===== src/rtl/i2c_regfile_ctrl.sv =====
// Register-file controller between the I2C slave byte datapath and a shared single-port bank.
// I2C gets pointer/auto-increment writes and reads; a local host port uses leftover bank cycles.
module i2c_regfile_ctrl #(
   parameter int unsigned           AW      = 4,
   parameter int unsigned           DW      = 8,
   parameter logic [(2**AW)-1:0]    RO_MASK = '0
) (
   input  logic          CLCK,
   input  logic          RSTN,
   input  logic          i2c_start,
   input  logic          i2c_rw,
   input  logic          i2c_stop,
   input  logic          i2c_rx_valid,
   input  logic [7:0]    i2c_rx_data,
   input  logic          i2c_tx_req,
   output logic [7:0]    i2c_tx_data,
   output logic          i2c_tx_valid,
   input  logic          host_req,
   input  logic          host_we,
   input  logic [AW-1:0] host_addr,
   input  logic [DW-1:0] host_wdata,
   output logic          host_gnt,
   output logic          host_rvalid,
   output logic [DW-1:0] host_rdata,
   output logic          rf_en,
   output logic          rf_we,
   output logic [AW-1:0] rf_addr,
   output logic [DW-1:0] rf_wdata,
   input  logic [DW-1:0] rf_rdata,
   output logic          wr_strobe,
   output logic [AW-1:0] wr_addr,
   output logic          busy
);

   localparam logic [1:0] S_IDLE  = 2'd0;
   localparam logic [1:0] S_PTR   = 2'd1;
   localparam logic [1:0] S_WDATA = 2'd2;
   localparam logic [1:0] S_RDATA = 2'd3;

   logic [1:0]    state_q, state_d;
   logic [AW-1:0] ptr_q, ptr_d;
   logic [AW-1:0] wr_addr_q, wr_addr_d;
   logic [7:0]    tx_data_q, tx_data_d;
   logic          tx_valid_q, tx_valid_d;
   logic          rd_pend_q, rd_pend_d;
   logic          rd_host_q, rd_host_d;
   logic          i2c_en, i2c_we;

   always_comb begin
      state_d = state_q;
      ptr_d   = ptr_q;
      i2c_en  = 1'b0;
      i2c_we  = 1'b0;
      // Events are gated by RSTN so nothing, including a host grant, escapes during reset.
      if (RSTN) begin
         if (i2c_stop) begin
            state_d = S_IDLE;
         end else if (i2c_start) begin
            state_d = i2c_rw ? S_RDATA : S_PTR;
         end else begin
            case (state_q)
               S_PTR: begin
                  if (i2c_rx_valid) begin
                     ptr_d   = i2c_rx_data[AW-1:0];
                     state_d = S_WDATA;
                  end
               end
               S_WDATA: begin
                  if (i2c_rx_valid) begin
                     ptr_d = ptr_q + AW'(1);
                     if (!RO_MASK[ptr_q]) begin
                        i2c_en = 1'b1;
                        i2c_we = 1'b1;
                     end
                  end
               end
               S_RDATA: begin
                  if (i2c_tx_req && !i2c_rx_valid) begin
                     i2c_en = 1'b1;
                     ptr_d  = ptr_q + AW'(1);
                  end
               end
               default: ;
            endcase
         end
      end

      host_gnt  = RSTN & host_req & ~i2c_en;
      wr_strobe = i2c_en & i2c_we;
      wr_addr_d = wr_strobe ? ptr_q : wr_addr_q;
      wr_addr   = wr_addr_d;

      rf_en    = i2c_en | host_gnt;
      rf_we    = i2c_en ? i2c_we : (host_gnt & host_we);
      rf_addr  = i2c_en ? ptr_q : (host_gnt ? host_addr : '0);
      rf_wdata = i2c_en ? DW'(i2c_rx_data) : ((host_gnt & host_we) ? host_wdata : '0);

      // Owner tag travels with each read so the returning rf_rdata goes to the right side.
      rd_pend_d = (i2c_en & ~i2c_we) | (host_gnt & ~host_we);
      rd_host_d = host_gnt & ~host_we;

      tx_valid_d  = rd_pend_q & ~rd_host_q;
      tx_data_d   = tx_valid_d ? rf_rdata[7:0] : tx_data_q;
      host_rvalid = rd_pend_q & rd_host_q;
      host_rdata  = host_rvalid ? rf_rdata : '0;

      i2c_tx_data  = tx_data_q;
      i2c_tx_valid = tx_valid_q;
      busy         = (state_q != S_IDLE);
   end

   always_ff @(posedge CLCK or negedge RSTN) begin
      if (!RSTN) begin
         state_q    <= S_IDLE;
         ptr_q      <= '0;
         wr_addr_q  <= '0;
         tx_data_q  <= '0;
         tx_valid_q <= 1'b0;
         rd_pend_q  <= 1'b0;
         rd_host_q  <= 1'b0;
      end else begin
         state_q    <= state_d;
         ptr_q      <= ptr_d;
         wr_addr_q  <= wr_addr_d;
         tx_data_q  <= tx_data_d;
         tx_valid_q <= tx_valid_d;
         rd_pend_q  <= rd_pend_d;
         rd_host_q  <= rd_host_d;
      end
   end

endmodule


===== config.mk =====
export PLATFORM = sky130hd
export DESIGN_NAME = i2c_regfile_ctrl
export DESIGN_NICKNAME = d
export VERILOG_FILES = /design/src/rtl/i2c_regfile_ctrl.sv
export SDC_FILE = /design/constraint.sdc
export NUM_CORES = 1
export LEC_CHECK = 0
export ABC_AREA = 1
export BUFFER_PORTS_ARGS = -buffer_cell sky130_fd_sc_hd__buf_4
export CAP_MARGIN = 20
export CORE_ASPECT_RATIO = 1.5
export CORE_UTILIZATION = 35
export CTS_CLUSTER_DIAMETER = 50
export DETAILED_ROUTE_END_ITERATION = 10
export GPL_TIMING_DRIVEN = 1
export PLACE_DENSITY = 0.75
export SYNTH_ARGS = -nofsm -noshare
export SYNTH_HDL_FRONTEND = slang
export SYNTH_SLANG_ARGS = --single-unit
export TNS_END_PERCENT = 30

===== constraint.sdc =====
create_clock -name CLCK -period 1.53 [get_ports CLCK]
set_input_delay 0 -clock CLCK [delete_from_list [all_inputs] [get_ports CLCK]]
set_output_delay 0 -clock CLCK [all_outputs]
set_load 0.05 [all_outputs]

After elaboration in Yosys (flattened, before gate mapping). Memories as Yosys holds them, arrays and structs flattened. Cells that the tools add are included.

Register bits: 21. Bits in read-only memories: 16. Bits of input ports: 37. Output and inout port bits: 39. Word-level logic and storage cells: 68. Memories kept: 1.

Memory list: (name not given) (depth 16, width 1, read ports 1, clocked after Yosys merged registers in 0, wr ports 0, RTL line 71) `if (!RO_MASK[ptr_q]) begin`.

$add $sub $neg: 1. $lt $le $gt $ge: 1. Eq/ne operators: 6. Mux-type cells: 28. Bitwise gates (word level): 16. Reductions and logical operators: 8.

Operators by type and width (number): 4-bit two-way mux (6); 8-bit two-way mux (3); 1-bit two-way mux (12); 4-bit case mux with 3 select lines (1); 2-bit two-way mux (5); 3-bit nonzero test (3); 1-bit AND (8); 7-bit AND reduction (1); 2-bit inequality test, second input constant (3); 1-bit NOT (6); 4-bit by 5-bit less-than comparator with 1-bit output, second input constant (1); 4-bit by 1-bit adder with 4-bit output, second input constant (1); 2-bit == test, second input constant (2); 3-bit AND reduction (1); 2-bit by 1-bit == test with 1-bit output, second input constant (1); 1-bit bitwise OR (2); 1-bit case mux with 2 select lines (1); 2-bit nonzero test (1); 1-bit logical AND (1); 1-bit logical NOT (1).

Logic depth before layout (Yosys ltp).
Word-level depth: 13. Gate-level depth with buffers: 8. Depth with buffers taken out: 8.

Worst setup path before layout. Ideal clock, no wire load.

Path type: flip-flop to flip-flop. Start: register state_q[1]. End: register wr_addr_q[3]. Setup time: 0.248 ns. Arrival time: 1.908 ns. Data required time: 1.282 ns. Slack: -0.627 ns. Cell stages (with the launch flop): 5. Path buffers: 0. Period minus slack after synthesis: 2.157 ns. Cell sequence: dfrtp_1 > nand2_1 > nor2_1 > nand2_2 > o21ai_0.

Word-level cells in the longest chain between the ends: 7. Elaborated cells between the ends (all ways): 12. Those cells by class: 2 x eq/ne; 9 x mux; 1 x bitwise.

RTL lines: from (decl) (RTL line 40) `logic [1:0] state_q, state_d;`; from (signal assigned) (RTL line 122) `state_q <= state_d;`; 2-bit == test (RTL line 61) `case (state_q)`; 1-bit case mux with 2 select lines or 1-bit two-way mux (tied branches) (RTL line 61); 1-bit two-way mux (RTL line 58) `end else if (i2c_start) begin`; 1-bit two-way mux (RTL line 56) `if (i2c_stop) begin`; 1-bit two-way mux (RTL line 55) `if (RSTN) begin`; 1-bit AND * (RTL line 89) `wr_strobe = i2c_en & i2c_we;`; 4-bit two-way mux * (RTL line 90) `wr_addr_d = wr_strobe ? ptr_q : wr_addr_q;`; net wr_addr[3] (RTL line 31) `output logic [AW-1:0] wr_addr,`; to (signal assigned) (RTL line 124) `wr_addr_q <= wr_addr_d;`; to (decl) (RTL line 42) `logic [AW-1:0] wr_addr_q, wr_addr_d;`.

The timed path passes the listed nets; every way through them passes the cells marked *. A chain may end at the register's enable or synchronous reset.

Final worst setup path.
Start: register state_q[1]. End: output wr_addr[3].

Word-level cells in the longest chain between the ends: 7. Elaborated cells between the ends (all ways): 12. Those cells by class: 2 x eq/ne; 9 x mux; 1 x bitwise.

RTL lines (RTL line): 2-bit == test (61); 1-bit case mux with 2 select lines or 1-bit two-way mux (tied branches) (61); 1-bit two-way mux (58); 1-bit two-way mux (56); 1-bit two-way mux (55); 1-bit AND * (89); 4-bit two-way mux * (90); to (decl) (31).

Mark *: on every way between the ends. The rest lies on a longest branch, timed or not.

==> results by group <==
Status
  • Status: complete, but fails checks
  • Violated checks: negative setup slack

Yosys
  • Synth warn: 0
  • Netlist cell types: 18
  • Yosys reg bits: 21
  • Syn_area_per_cell: about 6.9 um2
  • Post-Syn Instances: 174
  • Syn nets: 212
  • Seq/Total Area, Yosys: 0.437
  • Synthesized area: between 1000 and 1500 um2

Die
  • Core area: 3220 um2
  • Width of the die: around 50 um
  • Chip height: 73.8 um
  • Initial Util: 0.373
  • Die area: 3680 um2
  • Io pins: 76
  • Row cnt: 25

Hold path
  • Hold/Removal Path Class: in -> reg
  • Hold wc startpoint: rf_rdata[0]

STA
  • Fin. max-slew vios: 0
  • Maximum clock rate: about 630 MHz
  • Hold slack final: between 0.02 and 0.025 ns
  • Slew headroom: 0.745
  • Fin Setup TNS: -0.240 ns
  • Final setup violation count: 10
  • Worst-Margin Slew: 0.382 ns
  • Min cycle time layout: 1.59 ns
  • Worst setup margin: -0.0608 ns
  • Final hold viol count: 0
  • Skew final: 0.00352 ns
  • Final Cycle Share: 1.04
  • RSZ-0062 raised after global routing: true

Power and ir drop
  • Combinational fraction of design power: 0.495
  • Power share of the clock group: 0.158
  • Pwr/cell area: approximately 1000 nW/um2
  • Max VDD drop: 0.631 mV
  • P_int: 1.28 mW
  • Leak: 1.21 nW
  • Flop pwr share: 0.348
  • Total power: ~2.2 mW
  • NetSw: 936 uW
  • Sw frac: 0.422

Global route
  • Global Route met3 Usage: 0.0145
  • Global route hottest layer: met2
  • Met2 Usage GRT: 0.402
  • Vias in the first global route: between 1k and 1.5k
  • Maximum number of pins on one net before global-route repair: 19
  • Total gr overflow: 0
  • Total GRT Usage: 0.206
  • Antenna violations before repair: 0
  • Met1 usage: 0.216
  • First-pass GRT wire length: slightly below 6000 um

Worst setup path
  • Crit end category: output port
  • CP required: between 1.5 and 2 ns
  • Startpoint types: flip-flop
  • Critical Path AT: between 1.5 and 2 ns
  • RR Startpoint: state_q[0]
  • Crit path from: state_q[1]
  • Critical path class: reg -> out
  • Worst Path Max Fanout: 6

Detailed routing
  • First-pass iteration count of the detailed router: 4
  • Via count: 1449
  • Final antenna-violating net count: 0
  • Iter 0 DRT Violations: 48
  • Average routed wire per standard cell: between 10 and 15 um
  • Vias per inst: about 4.8
  • DRC Markers: 0
  • Routed WL: ~3600 um

Layout
  • Diode count: 0
  • Commonest non-fill, non-tap cell in the layout: nand2_1
  • Share of cells above drive strength 1: 0.403
  • Layout Utilization: 0.657
  • Layout Nets: about 300
  • Most frequent cells in the layout: nand2_1 (68), buf_4 (65), dfrtp_1 (21)
  • Area Growth Syn to Fin: 76.1%

Clocking
  • Clock buffer depth: 2
  • H-tree Lvls: 1
  • Clk_lat worst skew: 0.25 ns
  • Clock Tree Root: clkbuf_8
  • Total CTS buffers: 3
  • Clk pin slew, worst setup/hold paths: roughly 0.070 ns
  • CTS Sinks: 21
  • CTS tree: done

Flow run
  • Max-cap violations: 0

Place
  • Post-DP HPWL: between 2000 and 3000 um
  • Port Buffers: 75
  • RePlAce Congestion: 0.863
  • Placement Setup Slack: roughly 0.12 ns
## what timing repair did
action / in CTS / in global routing
hold endpoints to repair: 23 / 0
cloned: 1 / 1
pin swaps: 2 / 11
setup buffers: 4 / 0
setup endpoints to repair: 18 / 18
resized for setup: 13 / 24
hold buffers: 3 / 0
## worst paths after layout
path | to | slack, ns | depth (start not counted)
setup / recovery | wr_addr[3] | -0.06 | 6
max in group asynchronous | wr_addr_q[1] | 0.87 | 3
hold / removal | i2c_tx_data[0] | 0.02 | 3
setup reg to reg | ptr_q[2] | 0.23 | 7
min in group asynchronous | state_q[0] | 0.17 | 2
hold reg to reg | i2c_tx_valid | 0.44 | 1
## sequential cells by signal, indices dropped and copies added, names as in the netlist
| name | cells |
|---|---|
| state_q | 2 |
| rd_host_q | 1 |
| i2c_tx_data | 8 |
| i2c_tx_valid | 1 |
| wr_addr_q | 4 |
| ptr_q | 4 |
| rd_pend_q | 1 |
## worst max-delay path, cell delays in order, from the launching register on
cell	delay (ns)
dfrtp_1	0.43
nand2_2	0.10
nor2_4	0.19
nand2_4	0.15
buf_6	0.17
o21ai_4	0.13
buf_6	0.17
## through the flow
stage	area (um2)	cells
3_5_place_dp	1850	290
6_report	2120	303
3_3_place_gp	1850	290
4_1_cts	2010	302
5_1_grt	2120	303
2_1_floorplan	1220	174
## cell type report
class,instances,area (um2)
sequential,21,526
inverter,20,78.8
fill,281,1100
timing repair buffer,86,732
clock buffer,4,45.0
multi-input combinational,132,686
tap,40,50.0
## synthesized netlist by cell type
cell type | instances | area share
nand2_1 | 76 | 0.24
dfrtp_1 | 21 | 0.44
inv_1 | 19 | 0.059
o21ai_0 | 12 | 0.050
nand4_1 | 11 | 0.057
nor2_1 | 11 | 0.034
nand3_1 | 10 | 0.042
clkbuf_1 | 2 | 0.0062
nand2_2 | 2 | 0.010
nor2_2 | 2 | 0.010
a21oi_1 | 1 | 0.0042
a31oi_1 | 1 | 0.0052
buf_6 | 1 | 0.0094
clkinv_1 | 1 | 0.0031
ha_1 | 1 | 0.010
nand2_4 | 1 | 0.0094
o21bai_2 | 1 | 0.0094
or2_2 | 1 | 0.0052
## routing by layer
layer | vias to the layer above | routed length, um
li1 | 735 | -
met1 | 653 | 1320
met2 | 55 | 2040
met3 | 6 | 152
met4 | 0 | 82
met5 | - | 0
## logic make-up after synthesis
family	Yosys count	share of synthesized area
adders and majority gates	1	0.0104
DFF	21	0.437
and+or+nand+nor	114	0.406
AOI/OAI and AO/OA	15	0.0687
buffers and inverters	23	0.0780
## power groups by stage
stage	sequential, mW	combinational, mW	clock, mW
3_5_place_dp	0.769	0.985	0
3_3_place_gp	0.772	0.976	0
6_report	0.771	1.10	0.349
4_1_cts	0.762	1.02	0.363
5_1_grt	0.789	1.18	0.389
2_1_floorplan	0.935	0.461	0
(Power assumes the default switching activity.)
